### src/rtl/if_fetch_unit_pkg.sv
// Shared definitions for the instruction-fetch stage: bus widths, reset
// polarity, stall-vector bit positions and the fetch FSM state encoding.
package if_fetch_unit_pkg;

    localparam int INST_BUS_LENGTH  = 16;
    localparam int INST_ADDR_LENGTH = 16;
    localparam logic RST_ENABLE     = 1'b1;
    localparam logic [15:0] ZERO16  = 16'h0000;

    localparam int STALL_W     = 6;
    // stall_i[STALL_FETCH] blocks launching a new fetch
    localparam int STALL_FETCH = 5;
    // stall_i[STALL_IFID] means IF/ID does not capture this cycle
    localparam int STALL_IFID  = 4;

    typedef enum logic [1:0] {
        IF_IDLE  = 2'd0,
        IF_FETCH = 2'd1,
        IF_HOLD  = 2'd2,
        IF_DRAIN = 2'd3
    } if_state_e;

endpackage

### src/rtl/if_fetch_unit_if.sv
// Instruction-memory bus between the fetch stage (master) and memory (slave).
//
// Handshake: the master raises inst_req_o with inst_addr_o and keeps both
// constant until it samples inst_ack_i=1 on a rising clk edge; that cycle
// completes the transfer and inst_rdata_i is valid only while inst_ack_i=1.
// The ack may arrive in the same cycle the request first appears. At most one
// request is outstanding.
interface if_fetch_unit_if
    import if_fetch_unit_pkg::*;
#(
    parameter int INST_W = INST_BUS_LENGTH,
    parameter int ADDR_W = INST_ADDR_LENGTH
);
    logic              inst_req_o;
    logic [ADDR_W-1:0] inst_addr_o;
    logic              inst_ack_i;
    logic [INST_W-1:0] inst_rdata_i;

    modport master (
        output inst_req_o,
        output inst_addr_o,
        input  inst_ack_i,
        input  inst_rdata_i
    );

    modport slave (
        input  inst_req_o,
        input  inst_addr_o,
        output inst_ack_i,
        output inst_rdata_i
    );
endinterface

### src/rtl/if_fetch_unit_hold_buf.sv
// One-entry {instruction, PC} holding register. Keeps a returned instruction
// alive while IF/ID is stalled. Clear wins over load.
module if_hold_buf
    import if_fetch_unit_pkg::*;
#(
    parameter int INST_W = INST_BUS_LENGTH,
    parameter int ADDR_W = INST_ADDR_LENGTH
) (
    input  logic              clk_i,
    input  logic              rst_i,
    input  logic              load,
    input  logic              clear,
    input  logic [INST_W-1:0] load_inst,
    input  logic [ADDR_W-1:0] load_pc,
    output logic              valid,
    output logic [INST_W-1:0] inst,
    output logic [ADDR_W-1:0] pc
);

    // Capture or drop the single buffered entry.
    always_ff @(posedge clk_i) begin
        if (rst_i == RST_ENABLE) begin
            valid <= 1'b0;
            inst  <= '0;
            pc    <= '0;
        end else if (clear) begin
            valid <= 1'b0;
            inst  <= '0;
            pc    <= '0;
        end else if (load) begin
            valid <= 1'b1;
            inst  <= load_inst;
            pc    <= load_pc;
        end
    end

endmodule

### src/rtl/if_fetch_unit.sv
// Instruction-fetch stage. Owns the PC, drives the instruction-memory
// handshake and presents one {instruction, PC} per cycle to IF/ID. Redirects
// (flush over branch) retarget the PC; a request already on the bus is
// drained and its data thrown away.
module if_fetch_unit
    import if_fetch_unit_pkg::*;
#(
    parameter int                INST_W   = INST_BUS_LENGTH,
    parameter int                ADDR_W   = INST_ADDR_LENGTH,
    parameter logic [ADDR_W-1:0] RESET_PC = '0,
    parameter logic [ADDR_W-1:0] PC_STEP  = ADDR_W'(1)
) (
    input  logic               clk_i,
    input  logic               rst_i,
    input  logic [STALL_W-1:0] stall_i,
    input  logic               flush_i,
    input  logic [ADDR_W-1:0]  flush_pc_i,
    input  logic               branch_flag_i,
    input  logic [ADDR_W-1:0]  branch_target_i,
    if_fetch_unit_if.master    mem,
    output logic [INST_W-1:0]  if_inst_o,
    output logic [ADDR_W-1:0]  if_PC_o,
    output logic               stallreq_o,
    output if_state_e          dbg_state_o
);

    if_state_e         state_q, state_d;
    logic [ADDR_W-1:0] pc_q, pc_d;
    logic [ADDR_W-1:0] pc_inc;
    logic              req_q;
    logic [ADDR_W-1:0] addr_q;

    logic              redirect;
    logic [ADDR_W-1:0] redirect_pc;
    logic              ack;

    logic              hold_load, hold_clear, hold_valid;
    logic [INST_W-1:0] hold_inst;
    logic [ADDR_W-1:0] hold_pc;

    // Low stall bits belong to later pipeline stages.
    logic unused_stall;
    assign unused_stall = ^stall_i[STALL_IFID-1:0];

    assign ack         = mem.inst_ack_i;
    assign redirect    = flush_i | branch_flag_i;
    assign redirect_pc = flush_i ? flush_pc_i : branch_target_i;
    assign pc_inc      = pc_q + PC_STEP;

    assign mem.inst_req_o  = req_q;
    assign mem.inst_addr_o = addr_q;
    assign dbg_state_o     = state_q;

    if_hold_buf #(
        .INST_W (INST_W),
        .ADDR_W (ADDR_W)
    ) u_hold_buf (
        .clk_i     (clk_i),
        .rst_i     (rst_i),
        .load      (hold_load),
        .clear     (hold_clear),
        .load_inst (mem.inst_rdata_i),
        .load_pc   (pc_q),
        .valid     (hold_valid),
        .inst      (hold_inst),
        .pc        (hold_pc)
    );

    // Next state, next PC, hold-buffer control and the IF/ID-facing outputs.
    always_comb begin
        state_d    = state_q;
        pc_d       = pc_q;
        hold_load  = 1'b0;
        hold_clear = 1'b0;
        if_inst_o  = '0;
        if_PC_o    = '0;
        stallreq_o = 1'b1;

        case (state_q)
            IF_IDLE: begin
                if (!stall_i[STALL_FETCH]) state_d = IF_FETCH;
            end
            IF_FETCH: begin
                if (ack) begin
                    if_inst_o  = mem.inst_rdata_i;
                    if_PC_o    = pc_q;
                    stallreq_o = 1'b0;
                    pc_d       = pc_inc;
                    if (stall_i[STALL_IFID]) begin
                        hold_load = 1'b1;
                        state_d   = IF_HOLD;
                    end else if (stall_i[STALL_FETCH]) begin
                        state_d = IF_IDLE;
                    end
                end
            end
            IF_HOLD: begin
                if (hold_valid) begin
                    if_inst_o  = hold_inst;
                    if_PC_o    = hold_pc;
                    stallreq_o = 1'b0;
                end
                if (!stall_i[STALL_IFID]) begin
                    hold_clear = 1'b1;
                    state_d    = stall_i[STALL_FETCH] ? IF_IDLE : IF_FETCH;
                end
            end
            IF_DRAIN: begin
                // Stale data from the pre-redirect address is dropped.
                if (ack) state_d = IF_FETCH;
            end
            default: state_d = IF_IDLE;
        endcase

        // A redirect kills whatever this cycle would have delivered.
        if (redirect) begin
            pc_d       = redirect_pc;
            hold_load  = 1'b0;
            hold_clear = 1'b1;
            if_inst_o  = '0;
            if_PC_o    = '0;
            stallreq_o = 1'b0;
            if ((state_q == IF_FETCH || state_q == IF_DRAIN) && !ack)
                state_d = IF_DRAIN;
            else
                state_d = IF_FETCH;
        end

        if (rst_i == RST_ENABLE) begin
            if_inst_o  = '0;
            if_PC_o    = '0;
            stallreq_o = 1'b0;
        end
    end

    // State, PC and the registered request/address driven onto the bus.
    always_ff @(posedge clk_i) begin
        if (rst_i == RST_ENABLE) begin
            state_q <= IF_IDLE;
            pc_q    <= RESET_PC;
            req_q   <= 1'b0;
            addr_q  <= RESET_PC;
        end else begin
            state_q <= state_d;
            pc_q    <= pc_d;
            req_q   <= (state_d == IF_FETCH) || (state_d == IF_DRAIN);
            // DRAIN keeps the old address on the bus until its ack.
            if (state_d == IF_FETCH) addr_q <= pc_d;
        end
    end

endmodule

### src/flat_wrapper.sv
// flat-port wrapper written by rule: the top's interface ports become plain ports
module if_fetch_unit_flat import if_fetch_unit_pkg::*;
#(
    parameter int                INST_W   = INST_BUS_LENGTH,
    parameter int                ADDR_W   = INST_ADDR_LENGTH,
    parameter logic [ADDR_W-1:0] RESET_PC = '0,
    parameter logic [ADDR_W-1:0] PC_STEP  = ADDR_W'(1)
)
  (clk_i, rst_i, stall_i, flush_i, flush_pc_i, branch_flag_i, branch_target_i, if_inst_o, if_PC_o, stallreq_o, dbg_state_o, mem_inst_req_o, mem_inst_addr_o, mem_inst_ack_i, mem_inst_rdata_i);
  if_fetch_unit_if #(.INST_W(INST_W), .ADDR_W(ADDR_W)) mem_i ();
  input  logic clk_i;
  input  logic rst_i;
  input  logic [STALL_W-1:0] stall_i;
  input  logic flush_i;
  input  logic [ADDR_W-1:0] flush_pc_i;
  input  logic branch_flag_i;
  input  logic [ADDR_W-1:0] branch_target_i;
  output logic [INST_W-1:0] if_inst_o;
  output logic [ADDR_W-1:0] if_PC_o;
  output logic stallreq_o;
  output if_state_e dbg_state_o;
  output wire logic [$bits(mem_i.inst_req_o)-1:0] mem_inst_req_o;
  output wire logic [$bits(mem_i.inst_addr_o)-1:0] mem_inst_addr_o;
  input wire logic [$bits(mem_i.inst_ack_i)-1:0] mem_inst_ack_i;
  input wire logic [$bits(mem_i.inst_rdata_i)-1:0] mem_inst_rdata_i;
  assign mem_inst_req_o = mem_i.inst_req_o;
  assign mem_inst_addr_o = mem_i.inst_addr_o;
  assign mem_i.inst_ack_i = mem_inst_ack_i;
  assign mem_i.inst_rdata_i = mem_inst_rdata_i;
  if_fetch_unit #(.INST_W(INST_W), .ADDR_W(ADDR_W), .RESET_PC(RESET_PC), .PC_STEP(PC_STEP)) u_core (.clk_i(clk_i), .rst_i(rst_i), .stall_i(stall_i), .flush_i(flush_i), .flush_pc_i(flush_pc_i), .branch_flag_i(branch_flag_i), .branch_target_i(branch_target_i), .mem(mem_i), .if_inst_o(if_inst_o), .if_PC_o(if_PC_o), .stallreq_o(stallreq_o), .dbg_state_o(dbg_state_o));
endmodule
### config.mk
export PLATFORM = sky130hd
export DESIGN_NAME = if_fetch_unit_flat
export DESIGN_NICKNAME = d
export VERILOG_FILES = /design/src/rtl/if_fetch_unit_pkg.sv /design/src/rtl/if_fetch_unit_if.sv /design/src/rtl/if_fetch_unit_hold_buf.sv /design/src/rtl/if_fetch_unit.sv /design/src/flat_wrapper.sv
export SDC_FILE = /design/constraint.sdc
export NUM_CORES = 1
export LEC_CHECK = 0
export ABC_CLOCK_PERIOD_IN_PS = 4380
export CAP_MARGIN = 20
export CORE_MARGIN = 4
export CORE_UTILIZATION = 37
export CTS_BUF_LIST = sky130_fd_sc_hd__clkbuf_4
export DETAILED_ROUTE_END_ITERATION = 16
export GPL_TIMING_DRIVEN = 0
export MAX_ROUTING_LAYER = met4
export PLACE_DENSITY = 0.66
export SYNTH_ARGS = -nofsm -noshare
export SYNTH_HDL_FRONTEND = slang
export SYNTH_SLANG_ARGS = --single-unit
export TNS_END_PERCENT = 30
### constraint.sdc
create_clock -name clk_i -period 4.38 [get_ports clk_i]
set_input_delay 0.876 -clock clk_i [delete_from_list [all_inputs] [get_ports clk_i]]
set_output_delay 0.876 -clock clk_i [all_outputs]
set_load 0.005 [all_outputs]
==> impl_table.tex <==
\begin{tabular}{lr}
\hline
Metric & Value \\
\hline
\multicolumn{2}{l}{\textbf{Routing}} \\
DRT antenna net count & 0 \\
Via Count & 3669 \\
Length of the first detailed-routing pass in iterations & 7 \\
Drt total wl & 10900 µm \\
Via count normalized by instance count & 5.27 \\
Average wire length per cell after detail routing & 15.7 µm \\
DRC Markers & 0 \\
Iteration-0 DRC count of the detailed router & 141 \\
\multicolumn{2}{l}{\textbf{STA}} \\
Final hold vios & 0 \\
Setup skew after layout & 0.0184 ns \\
Unrepaired setup endpoints after global routing & no \\
Transition at the pin with the smallest max-transition slack & 0.635 ns \\
Worst Slack Setup Final & 0.273 ns \\
Final-report max-slew violation count & 0 \\
Period utilisation layout & 93.8\% \\
Hold WS & 0.461 ns \\
FMAX & 243 MHz \\
Summed negative setup slack over all endpoints & 0 ns \\
Slew Limit Headroom & 57.7\% \\
Period minus WS final & 4.11 ns \\
Setup violation total in the final timing report & 0 \\
\multicolumn{2}{l}{\textbf{Clocking}} \\
Clock-pin slew on the worst setup and hold paths & 0.11 ns \\
Buffers inserted by post-CTS timing repair & 0 \\
Number of CTS-inserted buffers & 9 \\
Number of cells upsized or downsized after cts & 0 \\
Maximum level of the CTS H-tree & 3 \\
Clock tree root driver cell & sky130\_fd\_sc\_hd\_\_clkbuf\_4 \\
Number of clock sinks & 68 \\
Maximum root-to-sink buffer count & 2 \\
Clock tree from TritonCTS & built \\
Worst-skew pair later-pin latency & 0.42 ns \\
Quantity of hold-fixing buffers added after cts & 0 \\
\multicolumn{2}{l}{\textbf{Setup path}} \\
CP max stage cell & sky130\_fd\_sc\_hd\_\_clkdlybuf4s50\_1 \\
Req. time, crit path & 3.50 ns \\
Arrival time reported for the critical path endpoint & 3.23 ns \\
CP Launch Type & input port \\
Cells traversed along the worst timing path & clkdlybuf4s50\_1, and2\_1, buf\_2, clkbuf\_1, a22oi\_1, nor2\_1, clkdlybuf4s50\_1 \\
Highest fanout seen on the critical path & 10 \\
Critical path class & in -> out \\
Most frequent cell on the critical path & sky130\_fd\_sc\_hd\_\_clkdlybuf4s50\_1 \\
Nature of the critical path endpoint & primary output \\
Largest stage delay on the critical path & 0.64 ns \\
\multicolumn{2}{l}{\textbf{Pwr}} \\
Areal power density over the cells & 298 nW/µm² \\
Peak ir drop on the vdd network & 0.000162 V \\
Static Leakage & 1.64 nW \\
\multicolumn{2}{l}{\textbf{Yosys}} \\
Mapped Area & 3550 µm² \\
Proportion of synthesized chip area in sequential cells & 38.4\% \\
Number of synthesized flops with an enable pin & 0 \\
Average cell area after synthesis & 7.95 µm² \\
Mapped Cells & 446 \\
Number of synthesized register bits & 68 \\
Asr flop ratio synth & 0\% \\
Net count of the mapped netlist & 511 \\
Synth warnings & 0 \\
Most used flip-flop cell after synthesis & sky130\_fd\_sc\_hd\_\_dfxtp\_1 \\
Number of distinct library cells after synthesis & 55 \\
\multicolumn{2}{l}{\textbf{Cells and area}} \\
Most frequent standard cell in the layout excluding fill and tap cells & sky130\_fd\_sc\_hd\_\_clkdlybuf4s50\_1 \\
Fraction of layout instances using a drive strength above 1 & 8.82\% \\
End-of-flow core utilization & 53.2\% \\
Antenna cells & 0 \\
Growth of design area from synthesis to finish & 39.3\% \\
Net count of the finished layout & 627 \\
Most used cells in the layout excluding fill and tap cells & 105 x sky130\_fd\_sc\_hd\_\_clkdlybuf4s50\_1, 80 x sky130\_fd\_sc\_hd\_\_nand2\_1, 68 x sky130\_fd\_sc\_hd\_\_dfxtp\_1, 48 x sky130\_fd\_sc\_hd\_\_nor2\_1, 45 x sky130\_fd\_sc\_hd\_\_a21oi\_1 \\
\multicolumn{2}{l}{\textbf{Place}} \\
Worst slack at placement & 0.330 ns \\
Number of buffers added on ports & 105 \\
Placer's final routability congestion estimate & 0.828 \\
HPWL reported at the end of detailed placement & 8310 µm \\
\multicolumn{2}{l}{\textbf{Floorplanning}} \\
Die outline area & 11200 µm² \\
Die X-Extent & 106 µm \\
Top-Level Pins & 111 \\
Starting density of the core & 38.2\% \\
Y dimension of the die & 106 µm \\
Rows & 35 \\
Area of the placeable core & 9280 µm² \\
\multicolumn{2}{l}{\textbf{Status}} \\
Outcome & finished clean \\
\multicolumn{2}{l}{\textbf{Min path}} \\
Worst min path class & reg -> reg \\
\multicolumn{2}{l}{\textbf{Global route}} \\
Pin count of the biggest net entering global routing & 13 \\
Wire length of the first global-routing pass & 17400 µm \\
Number of antenna violations at the first check in global routing & 0 \\
All-Layer GR Usage & 19.7\% \\
Overall overflow remaining after global route & 0 \\
Via count of the first global-routing pass & 3590 \\
\multicolumn{2}{l}{\textbf{Flow run}} \\
MaxCap Viol Count & 0 \\
\hline
\end{tabular}
## power by group
group	internal [mW]	switching, mW	leakage, nW
Clock	0.287	0.235	0.0952
Combinational	0.148	0.124	0.985
Sequential	0.650	0.0291	0.556
## flip-flops by register name (all words and copies together) (netlist names)
| register | count |
|---|---|
| u_core.mem.inst_req_o | 1 |
| u_core.mem.inst_addr_o | 16 |
| u_core.u_hold_buf.valid | 1 |
| u_core.pc_q | 16 |
| u_core.dbg_state_o | 2 |
| u_core.u_hold_buf.pc | 16 |
| u_core.u_hold_buf.inst | 16 |
## synthesized netlist by cell type, types with 6 or more instances
library cell | number | area share, %
sky130_fd_sc_hd__a21oi_1 | 45 | 6.4
sky130_fd_sc_hd__nor2b_1 | 11 | 1.9
sky130_fd_sc_hd__mux2_2 | 11 | 3.5
sky130_fd_sc_hd__nand2_1 | 80 | 8.5
sky130_fd_sc_hd__o21ai_0 | 11 | 1.6
sky130_fd_sc_hd__clkbuf_1 | 21 | 2.2
sky130_fd_sc_hd__dfxtp_1 | 68 | 38
sky130_fd_sc_hd__buf_2 | 11 | 1.6
sky130_fd_sc_hd__nor2_1 | 48 | 5.1
sky130_fd_sc_hd__nor3_1 | 6 | 0.85
sky130_fd_sc_hd__a22oi_1 | 38 | 8.0
sky130_fd_sc_hd__inv_1 | 9 | 0.95
sky130_fd_sc_hd__ha_1 | 6 | 2.1
sky130_fd_sc_hd__nand3_1 | 6 | 0.85
## critical path: cells and delay by family
kind	cells	cell delay, ns
compound gates	1	0.16
buf+inv	4	1.82
simple gates	2	0.37
## metrics by stage
stage          area, µm²  power [mW]  std cells
4_1_cts             4940        1.48        696
3_3_place_gp        4760       0.961        680
2_1_floorplan       3550       0.823        446
5_1_grt             4940        1.53        696
6_report            4940        1.47        696
3_5_place_dp        4760       0.964        680
## kinds of logic (layout without fill, tap and decap cells)
family	after synthesis	after routing	synth area share, %
AO/OA/AOI/OAI	126	126	23.8
XOR/XNOR	4	4	0.988
adder cells (fa/ha/maj)	6	6	2.12
buffers and inverters	47	168	6.10
flip-flops	68	68	38.4
multiplexers	16	16	4.90
AND/OR/NAND/NOR	179	179	23.7
## worst paths after layout
path | from | endpoint | slack [ns] | depth (start not counted)
max reg2reg | u_core.dbg_state_o[1] | u_core.mem.inst_addr_o[12] | 2.08 | 8
min | u_core.u_hold_buf.pc[0] | u_core.u_hold_buf.pc[0] | 0.46 | 2
min reg2reg | u_core.u_hold_buf.pc[0] | u_core.u_hold_buf.pc[0] | 0.46 | 2
max | mem_inst_ack_i | if_PC_o[2] | 0.27 | 7
## area by class of cell
cell class                      count  area [µm²]
Timing Repair Buffer              105        1050
Multi-Input combinational cell    331        1970
Fill cell                         901        4340
Tap cell                          129         161
Buffer                             37         179
Sequential cell                    68        1360
Clock inverter                      7         115
Clock buffer                        9        67.6
Inverter                           10        37.5
## per-layer routing
metal	part of all wire, %	vias up	wire (µm)	global-route usage [%]
li1	-	1812	-	-
met1	45	1754	4890	24.2
met2	50	89	5420	33.6
met3	4.2	14	456	3.10
met4	1.2	0	129	5.46
met5	0	-	0	-
Note: power is estimated with default switching activity, not from simulation.
